### src/rtl/mips_ctrl_pkg.sv
// Shared MIPS control encodings: ALU ops, PC source, compare results, MDU and
// HI/LO codes, opcode/funct values and the ID/EX control payload.
package mips_ctrl_pkg;

    localparam int unsigned INSTR_W = 32;
    localparam int unsigned REG_W   = 5;
    localparam int unsigned CNT_W   = 4;

    typedef enum logic [3:0] {
        A_NOP  = 4'd0,  A_ADD  = 4'd1,  A_ADDU = 4'd2,  A_SUB  = 4'd3,
        A_SUBU = 4'd4,  A_AND  = 4'd5,  A_OR   = 4'd6,  A_XOR  = 4'd7,
        A_NOR  = 4'd8,  A_SLT  = 4'd9,  A_SLTU = 4'd10, A_SLL  = 4'd11,
        A_SRL  = 4'd12, A_SRA  = 4'd13, A_PASS = 4'd14, A_LUI  = 4'd15
    } alu_op_e;

    typedef enum logic [1:0] {PC_PLUS4, PC_BRANCH, PC_JUMP, PC_JR} pc_src_e;
    typedef enum logic [1:0] {CMP_LT, CMP_EQ, CMP_GT} cmp_e;
    typedef enum logic [1:0] {MDU_MULT, MDU_MULTU, MDU_DIV, MDU_DIVU} mdu_op_e;
    typedef enum logic [1:0] {HILO_NONE, HILO_HI, HILO_LO} hilo_e;
    typedef enum logic [1:0] {DST_RT, DST_RD, DST_RA} reg_dst_e;
    typedef enum logic [1:0] {BSEL_RT, BSEL_SIMM, BSEL_ZIMM} b_sel_e;
    typedef enum logic {MDU_IDLE, MDU_BUSY} mdu_state_e;

    localparam logic [5:0] OP_SPECIAL = 6'h00, OP_REGIMM = 6'h01, OP_J     = 6'h02,
                           OP_BEQ     = 6'h04, OP_BNE    = 6'h05, OP_BLEZ  = 6'h06,
                           OP_BGTZ    = 6'h07, OP_ADDI   = 6'h08, OP_ADDIU = 6'h09,
                           OP_SLTI    = 6'h0A, OP_SLTIU  = 6'h0B, OP_ANDI  = 6'h0C,
                           OP_ORI     = 6'h0D, OP_XORI   = 6'h0E, OP_LUI   = 6'h0F,
                           OP_LW      = 6'h23, OP_SW     = 6'h2B;

    localparam logic [5:0] F_SLL  = 6'h00, F_SRL  = 6'h02, F_SRA   = 6'h03, F_SLLV = 6'h04,
                           F_SRLV = 6'h06, F_SRAV = 6'h07, F_JR    = 6'h08, F_MOVZ = 6'h0A,
                           F_MOVN = 6'h0B, F_MFHI = 6'h10, F_MFLO  = 6'h12, F_MULT = 6'h18,
                           F_MULTU = 6'h19, F_DIV = 6'h1A, F_DIVU  = 6'h1B, F_ADD  = 6'h20,
                           F_ADDU = 6'h21, F_SUB  = 6'h22, F_SUBU  = 6'h23, F_AND  = 6'h24,
                           F_OR   = 6'h25, F_XOR  = 6'h26, F_NOR   = 6'h27, F_SLT  = 6'h2A,
                           F_SLTU = 6'h2B;

    // ID/EX control payload (everything except ex_valid)
    typedef struct packed {
        reg_dst_e reg_dst;
        logic     alu_a_sel;   // 1 = shamt instead of rs
        b_sel_e   alu_b_sel;
        alu_op_e  alu;
        logic     dmem_read;
        logic     dmem_write;
        logic     dmem_to_reg;
        logic     reg_write;
        hilo_e    hilo_rd;
    } id_ctrl_t;

    // Shift funct low bits: 00 left logical, 10 right logical, 11 right arithmetic
    function automatic alu_op_e shift_alu(input logic [1:0] f);
        case (f)
            2'b00:   return A_SLL;
            2'b10:   return A_SRL;
            default: return A_SRA;
        endcase
    endfunction

endpackage

### src/rtl/mdu_sched.sv
// MDU occupancy tracker: launches a multiply/divide and holds mdu_busy for
// exactly MDU_LAT cycles.
// Ports: clk, rst (sync, active-high), i_launch/i_op (accepted MDU op),
//        o_start (one-cycle launch pulse), o_op, o_busy.
module mdu_sched
    import mips_ctrl_pkg::*;
#(
    parameter int unsigned MDU_LAT = 4
) (
    input  logic       clk,
    input  logic       rst,
    input  logic       i_launch,
    input  mdu_op_e    i_op,
    output logic       o_start,
    output logic [1:0] o_op,
    output logic       o_busy
);

    mdu_state_e       r_state;
    logic [CNT_W-1:0] r_cnt;

    // Occupancy FSM; counter holds remaining busy cycles minus one
    always_ff @(posedge clk) begin
        if (rst) begin
            r_state <= MDU_IDLE;
            r_cnt   <= '0;
            o_start <= 1'b0;
            o_op    <= '0;
            o_busy  <= 1'b0;
        end else begin
            o_start <= i_launch;
            o_op    <= i_launch ? i_op : 2'd0;
            if (i_launch) begin
                r_state <= MDU_BUSY;
                r_cnt   <= CNT_W'(MDU_LAT - 1);
                o_busy  <= 1'b1;
            end else begin
                case (r_state)
                    MDU_BUSY: begin
                        if (r_cnt == '0) begin
                            r_state <= MDU_IDLE;
                            o_busy  <= 1'b0;
                        end else begin
                            r_cnt  <= r_cnt - CNT_W'(1);
                            o_busy <= 1'b1;
                        end
                    end
                    default: begin
                        r_state <= MDU_IDLE;
                        o_busy  <= 1'b0;
                    end
                endcase
            end
        end
    end

endmodule

### src/rtl/id_ctrl_pipe.sv
// ID-stage decode, hazard detection and ID/EX control register.
// Ports: clk/rst (sync, active-high); ID inputs id_valid, instr, compare
//        results, flush; EX load info ex_dmem_read/ex_rt.
//        Combinational: id_ready, pc_src, is_branch.
//        Registered: ID/EX bundle, illegal, MDU start/op/busy.
module id_ctrl_pipe
    import mips_ctrl_pkg::*;
#(
    parameter int unsigned MDU_LAT  = 4,
    parameter int unsigned ALUCTL_W = 5,
    parameter int unsigned EN_MOV   = 1
) (
    input  logic                clk,
    input  logic                rst,
    input  logic                id_valid,
    input  logic [INSTR_W-1:0]  instr,
    input  logic [1:0]          rs_cmp_rt,
    input  logic [1:0]          rs_cmp_zero,
    input  logic                flush,
    input  logic                ex_dmem_read,
    input  logic [REG_W-1:0]    ex_rt,
    output logic                id_ready,
    output logic [1:0]          pc_src,
    output logic                is_branch,
    output logic                ex_valid,
    output logic [1:0]          reg_dst,
    output logic                alu_a_sel,
    output logic [1:0]          alu_b_sel,
    output logic [ALUCTL_W-1:0] alu_ctl,
    output logic                dmem_read,
    output logic                dmem_write,
    output logic                dmem_to_reg,
    output logic                reg_write,
    output logic                mdu_start,
    output logic [1:0]          mdu_op,
    output logic [1:0]          hilo_rd,
    output logic                mdu_busy,
    output logic                illegal
);

    logic [5:0]       w_op, w_funct;
    logic [REG_W-1:0] w_rs, w_rt;
    logic             w_unused_instr;
    id_ctrl_t         w_dec, w_bun;
    logic             w_legal, w_rt_src, w_mdu_cls, w_mdu_launch, w_cti, w_taken;
    mdu_op_e          w_mdu_op;
    pc_src_e          w_tgt;
    logic             w_kill, w_load_use, w_stall, w_accept;

    assign w_op           = instr[31:26];
    assign w_rs           = instr[25:21];
    assign w_rt           = instr[20:16];
    assign w_funct        = instr[5:0];
    assign w_unused_instr = ^instr[15:6];

    // Instruction decode
    always_comb begin
        w_dec        = '0;
        w_legal      = 1'b0;
        w_rt_src     = 1'b0;
        w_mdu_cls    = 1'b0;
        w_mdu_launch = 1'b0;
        w_mdu_op     = MDU_MULT;
        w_cti        = 1'b0;
        w_taken      = 1'b0;
        w_tgt        = PC_PLUS4;
        case (w_op)
            OP_SPECIAL: begin
                case (w_funct)
                    F_SLL, F_SRL, F_SRA, F_SLLV, F_SRLV, F_SRAV: begin
                        w_legal           = 1'b1;
                        w_rt_src          = 1'b1;
                        w_dec.reg_dst     = DST_RD;
                        w_dec.alu_a_sel   = ~w_funct[2];
                        w_dec.alu         = shift_alu(w_funct[1:0]);
                        w_dec.reg_write   = 1'b1;
                    end
                    F_JR: begin
                        w_legal = 1'b1;
                        w_cti   = 1'b1;
                        w_taken = 1'b1;
                        w_tgt   = PC_JR;
                    end
                    F_MOVZ, F_MOVN: begin
                        if (EN_MOV != 0) begin
                            w_legal         = 1'b1;
                            w_rt_src        = 1'b1;
                            w_dec.reg_dst   = DST_RD;
                            w_dec.alu       = A_PASS;
                            // MOVZ writes on equal-to-zero, MOVN on the inverse
                            w_dec.reg_write = (rs_cmp_zero == CMP_EQ) ^ w_funct[0];
                        end
                    end
                    F_MFHI, F_MFLO: begin
                        w_legal         = 1'b1;
                        w_mdu_cls       = 1'b1;
                        w_dec.reg_dst   = DST_RD;
                        w_dec.reg_write = 1'b1;
                        w_dec.hilo_rd   = w_funct[1] ? HILO_LO : HILO_HI;
                    end
                    F_MULT, F_MULTU, F_DIV, F_DIVU: begin
                        w_legal      = 1'b1;
                        w_rt_src     = 1'b1;
                        w_mdu_cls    = 1'b1;
                        w_mdu_launch = 1'b1;
                        w_mdu_op     = mdu_op_e'(w_funct[1:0]);
                    end
                    F_ADD, F_ADDU, F_SUB, F_SUBU, F_AND, F_OR, F_XOR, F_NOR: begin
                        w_legal         = 1'b1;
                        w_rt_src        = 1'b1;
                        w_dec.reg_dst   = DST_RD;
                        w_dec.alu       = alu_op_e'(4'(w_funct[2:0]) + 4'd1);
                        w_dec.reg_write = 1'b1;
                    end
                    F_SLT, F_SLTU: begin
                        w_legal         = 1'b1;
                        w_rt_src        = 1'b1;
                        w_dec.reg_dst   = DST_RD;
                        w_dec.alu       = w_funct[0] ? A_SLTU : A_SLT;
                        w_dec.reg_write = 1'b1;
                    end
                    default: ;
                endcase
            end
            OP_REGIMM: begin
                // rt selects BLTZ (0) / BGEZ (1)
                if (w_rt[4:1] == 4'd0) begin
                    w_legal = 1'b1;
                    w_cti   = 1'b1;
                    w_tgt   = PC_BRANCH;
                    w_taken = (rs_cmp_zero == CMP_LT) ^ w_rt[0];
                end
            end
            OP_J: begin
                w_legal = 1'b1;
                w_cti   = 1'b1;
                w_taken = 1'b1;
                w_tgt   = PC_JUMP;
            end
            OP_BEQ, OP_BNE: begin
                w_legal  = 1'b1;
                w_rt_src = 1'b1;
                w_cti    = 1'b1;
                w_tgt    = PC_BRANCH;
                w_taken  = (rs_cmp_rt == CMP_EQ) ^ w_op[0];
            end
            OP_BLEZ, OP_BGTZ: begin
                w_legal = 1'b1;
                w_cti   = 1'b1;
                w_tgt   = PC_BRANCH;
                w_taken = ((rs_cmp_zero == CMP_GT) == w_op[0]);
            end
            OP_ADDI, OP_ADDIU, OP_SLTI, OP_SLTIU: begin
                w_legal         = 1'b1;
                w_dec.alu_b_sel = BSEL_SIMM;
                w_dec.reg_write = 1'b1;
                case (w_op[1:0])
                    2'b00:   w_dec.alu = A_ADD;
                    2'b01:   w_dec.alu = A_ADDU;
                    2'b10:   w_dec.alu = A_SLT;
                    default: w_dec.alu = A_SLTU;
                endcase
            end
            OP_ANDI, OP_ORI, OP_XORI, OP_LUI: begin
                w_legal         = 1'b1;
                w_dec.alu_b_sel = BSEL_ZIMM;
                w_dec.reg_write = 1'b1;
                case (w_op[1:0])
                    2'b00:   w_dec.alu = A_AND;
                    2'b01:   w_dec.alu = A_OR;
                    2'b10:   w_dec.alu = A_XOR;
                    default: w_dec.alu = A_LUI;
                endcase
            end
            OP_LW: begin
                w_legal           = 1'b1;
                w_dec.alu_b_sel   = BSEL_SIMM;
                w_dec.alu         = A_ADDU;
                w_dec.dmem_read   = 1'b1;
                w_dec.dmem_to_reg = 1'b1;
                w_dec.reg_write   = 1'b1;
            end
            OP_SW: begin
                w_legal          = 1'b1;
                w_rt_src         = 1'b1;
                w_dec.alu_b_sel  = BSEL_SIMM;
                w_dec.alu        = A_ADDU;
                w_dec.dmem_write = 1'b1;
            end
            default: ;
        endcase
    end

    // Hazards: kill beats stall; illegal words never stall
    assign w_kill     = flush | ~id_valid;
    assign w_load_use = ex_dmem_read && (ex_rt != '0) &&
                        ((ex_rt == w_rs) || (w_rt_src && (ex_rt == w_rt)));
    assign w_stall    = ~w_kill & w_legal & (w_load_use | (mdu_busy & w_mdu_cls));
    assign w_accept   = ~w_kill & w_legal & ~w_stall;
    assign w_bun      = w_accept ? w_dec : '0;

    assign id_ready  = ~rst & ~w_stall;
    assign pc_src    = (~rst & w_accept & w_taken) ? w_tgt : PC_PLUS4;
    assign is_branch = ~rst & w_accept & w_cti;

    // ID/EX register; anything not accepted becomes a bubble
    always_ff @(posedge clk) begin
        if (rst) begin
            ex_valid    <= 1'b0;
            reg_dst     <= '0;
            alu_a_sel   <= 1'b0;
            alu_b_sel   <= '0;
            alu_ctl     <= '0;
            dmem_read   <= 1'b0;
            dmem_write  <= 1'b0;
            dmem_to_reg <= 1'b0;
            reg_write   <= 1'b0;
            hilo_rd     <= '0;
            illegal     <= 1'b0;
        end else begin
            ex_valid    <= w_accept;
            reg_dst     <= w_bun.reg_dst;
            alu_a_sel   <= w_bun.alu_a_sel;
            alu_b_sel   <= w_bun.alu_b_sel;
            alu_ctl     <= ALUCTL_W'(w_bun.alu);
            dmem_read   <= w_bun.dmem_read;
            dmem_write  <= w_bun.dmem_write;
            dmem_to_reg <= w_bun.dmem_to_reg;
            reg_write   <= w_bun.reg_write;
            hilo_rd     <= w_bun.hilo_rd;
            illegal     <= ~w_kill & ~w_legal;
        end
    end

    mdu_sched #(.MDU_LAT(MDU_LAT)) u_mdu_sched (
        .clk      (clk),
        .rst      (rst),
        .i_launch (w_accept & w_mdu_launch),
        .i_op     (w_mdu_op),
        .o_start  (mdu_start),
        .o_op     (mdu_op),
        .o_busy   (mdu_busy)
    );

endmodule
### config.mk
export PLATFORM = sky130hd
export DESIGN_NAME = id_ctrl_pipe
export DESIGN_NICKNAME = d
export VERILOG_FILES = /design/src/rtl/mips_ctrl_pkg.sv /design/src/rtl/mdu_sched.sv /design/src/rtl/id_ctrl_pipe.sv
export SDC_FILE = /design/constraint.sdc
export NUM_CORES = 1
export LEC_CHECK = 0
export CORE_MARGIN = 2
export CORE_UTILIZATION = 30
export DETAILED_ROUTE_END_ITERATION = 7
export HOLD_SLACK_MARGIN = 0.05
export PLACE_DENSITY = 0.71
export REMOVE_ABC_BUFFERS = 1
export SLEW_MARGIN = 0
export SYNTH_ARGS = -nofsm -noshare
export SYNTH_HDL_FRONTEND = slang
export SYNTH_SLANG_ARGS = --single-unit
### constraint.sdc
create_clock -name clk -period 2.86 [get_ports clk]
set_input_delay 0.286 -clock clk [delete_from_list [all_inputs] [get_ports clk]]
set_output_delay 0.286 -clock clk [all_outputs]
set_load 0.03 [all_outputs]
==> metrics.yaml <==
grt:
  grt_max_degree: 18
  antenna_found_initial: 0
  grt_usage: 0.149
  grt_overflow: 0
  grt_pass1_wl_microns: 7360
  grt_pass1_vias: 1621
worst_setup_path:
  required_ps: 2570
  r2r_start: "u_mdu_sched.r_cnt[0]"
  path_max_fanout: 3
  crit_path_start: "instr[2]"
  crit_path_cell_trace: "clkdlybuf4s50_1 > mux2_4 > o21ai_4 > a21oi_2 > o31a_1 > nand4b_4 > a2111oi_4 > buf_4"
  crit_arrival_ps: 2480
  cp_slowest_cell: "clkdlybuf4s50_1"
  end_kind: "primary output"
  critPathLaunchType: "input pin"
  critPathKind: "input pin to primary output"
  slowest_delay_ps: 510
outcome:
  outcome: "completed"
yosys:
  synthTopCellsByCount: "23 x dfxtp_1, 13 x inv_1, 11 x a21oi_1, 11 x nor2_1"
  synth-edff-count: 0
  ys_seq_area_frac: 0.280
  synthArstFlopShare: 0
  synthTopCellsByArea: "dfxtp_1 28%, ha_1 5.3%, xnor2_1 5.3%, nor4_1 3.8%, xor2_1 3.7%"
  avgSynthCellArea_sq_um: 8.25
  yosys.area.top_type: "dfxtp_1"
  ys_ff_latch: 23
  ys_types: 51
  synthMostInstantiatedCell: "dfxtp_1"
  yosysWarnings: 0
  ys.flop_type: "dfxtp_1"
  postSynthCellCount: 199
  netlist_area_sq_um: 1640
  synth_top_area_frac: 0.280
cells_and_area:
  drive_above_1_share: 0.284
  fill_cells: 508
  multi_input_area_sq_um: 1150
  fin_util: 0.520
  insertedDiodeCount: 0
  largestRegisters: "alu_ctl x4, u_mdu_sched.r_cnt x4"
  final_area_sq_um: 2710
  nets: 350
  syn_to_final_growth_pct: 64.9
  final-seq-area_sq_um: 460
sta:
  worst_slack_ps: 93.5
  max_freq_mhz: 361
  min_period_over_period: 0.967
  final_hold_viol_count: 0
  clock_skew_ps: 1.45
  setup_violations: 0
  drv_slew: 0
  period_needed_ps: 2770
floorplanning:
  rows: 26
  die_w_microns: 78.0
  die_h_microns: 78.0
  io_pins: 72
  die-area_sq_um: 6080
  core_sq_um: 5200
  start_util: 0.315
detailed_routing:
  drt.antenna.violating_nets: 0
  drt-vias-per-instance: 4.88
  drt_iter0_drc: 99
  drcViolationCount: 0
  routed_wl_microns: 4680
  firstDrtPassIters: 4
  via_count: 1786
  wl_per_cell_microns: 12.8
hold_path:
  worstHoldStart: "instr[1]"
  hp-class: "input pin to register"
job:
  max_cap_violations: 0
clocking:
  cts_tree: "yes"
  cts-root-buf: "clkbuf_8"
  postCtsHoldBufs: 0
  clk_pin_slew_ps: 70
  htreeDepth: 1
  clock_latency_ps: 260
  clockBufferDepth: 2
  cts_inserted_buffers: 3
  cts_sinks: 23
pwr:
  ir_drop_mv: 0.165
  leakage_uw: 0.00106
  power_density_nw_per_um2: 274
place:
  dpl.hpwl_microns: 3770
  port-buffer-count: 59
  gp_congestion: 0.908
  dpl_cell_area_sq_um: 2550
  dpl_worst_slack_ps: -274
-- worst max-delay path: cells and delay by family --
kind / cells / cell delay, ps
compound gates: 4 / 950
simple gates: 1 / 180
buf+inv: 2 / 720
mux: 1 / 340
-- cell type report --
type	count	area share
Multi-Input combinational cell	153	0.425
Timing Repair Buffer	103	0.337
Sequential cell	23	0.170
Tap cell	70	0.0324
Inverter	13	0.0180
Clock buffer	4	0.0166
-- cells by family (layout without fill, tap and decap cells) --
kind of cell | count (synthesis) | count (layout) | share of synthesized area
multiplexers | 1 | 1 | 0.00686
other | 1 | 2 | 0.00228
XOR/XNOR | 17 | 17 | 0.0907
AND/OR/NAND/NOR | 79 | 79 | 0.289
flip-flops | 23 | 23 | 0.280
adder cells (fa/ha/maj) | 7 | 7 | 0.0534
AO/OA/AOI/OAI | 47 | 47 | 0.200
buffers and inverters | 24 | 120 | 0.0770
-- layer usage --
metal,wire length (microns),GRT usage,vias to the layer above
li1,-,-,907
met1,1980,0.191,804
met2,2350,0.261,65
met3,262,0.0140,10
met4,89,0.0474,0
met5,0,0,-
-- final timing paths --
kind                     endpoint  slack (ps)  depth (start not counted)
min reg2reg  u_mdu_sched.r_cnt[1]         560                          2
max reg2reg  u_mdu_sched.r_cnt[3]        1310                          7
max                     is_branch          90                          8
min                    hilo_rd[0]         330                          3
-- through the flow --
stage | instances | power, uW | TNS, ps | hold slack [ps]
5_1_grt | 366 | 776 | -17.9 | 350
4_1_cts | 364 | 734 | 0 | 476
6_report | 366 | 742 | 0 | 331
2_1_floorplan | 189 | 409 | -417 | 355
3_5_place_dp | 360 | 537 | -807 | 547
3_3_place_gp | 360 | 534 | -654 | 542
-- timing repair --
action                                 CTS  global route
setup endpoints to repair                4             4
buffers inserted                         0             2
pin swaps                                1             6
resized for setup                       12            19
endpoints found under the hold margin    0             0
-- placed cells by master (no fill, tap or decap), drive strengths merged, types with 4 or more instances in the layout --
master / Yosys / layout
o21ai: 6 / 6
dfxtp: 23 / 23
nand3: 10 / 10
a31oi: 5 / 5
or4: 4 / 4
xnor2: 10 / 10
nor3: 7 / 7
nand2: 10 / 10
ha: 7 / 7
nor2: 17 / 17
clkdlybuf4s50: 0 / 51
xor2: 7 / 7
buf: 8 / 48
inv: 13 / 13
clkbuf: 3 / 6
nor4: 11 / 11
nor2b: 7 / 7
a21oi: 15 / 15
-- power breakdown --
group / leakage [uW] / switching (uW) / total (uW) / internal, uW
Clock: 0.0000228 / 96.5 / 196 / 99.3
Sequential: 0.000185 / 0.296 / 321 / 321
Combinational: 0.000849 / 105 / 225 / 120
Total: 0.00106 / 202 / 742 / 540
(Power assumes the default switching activity.)
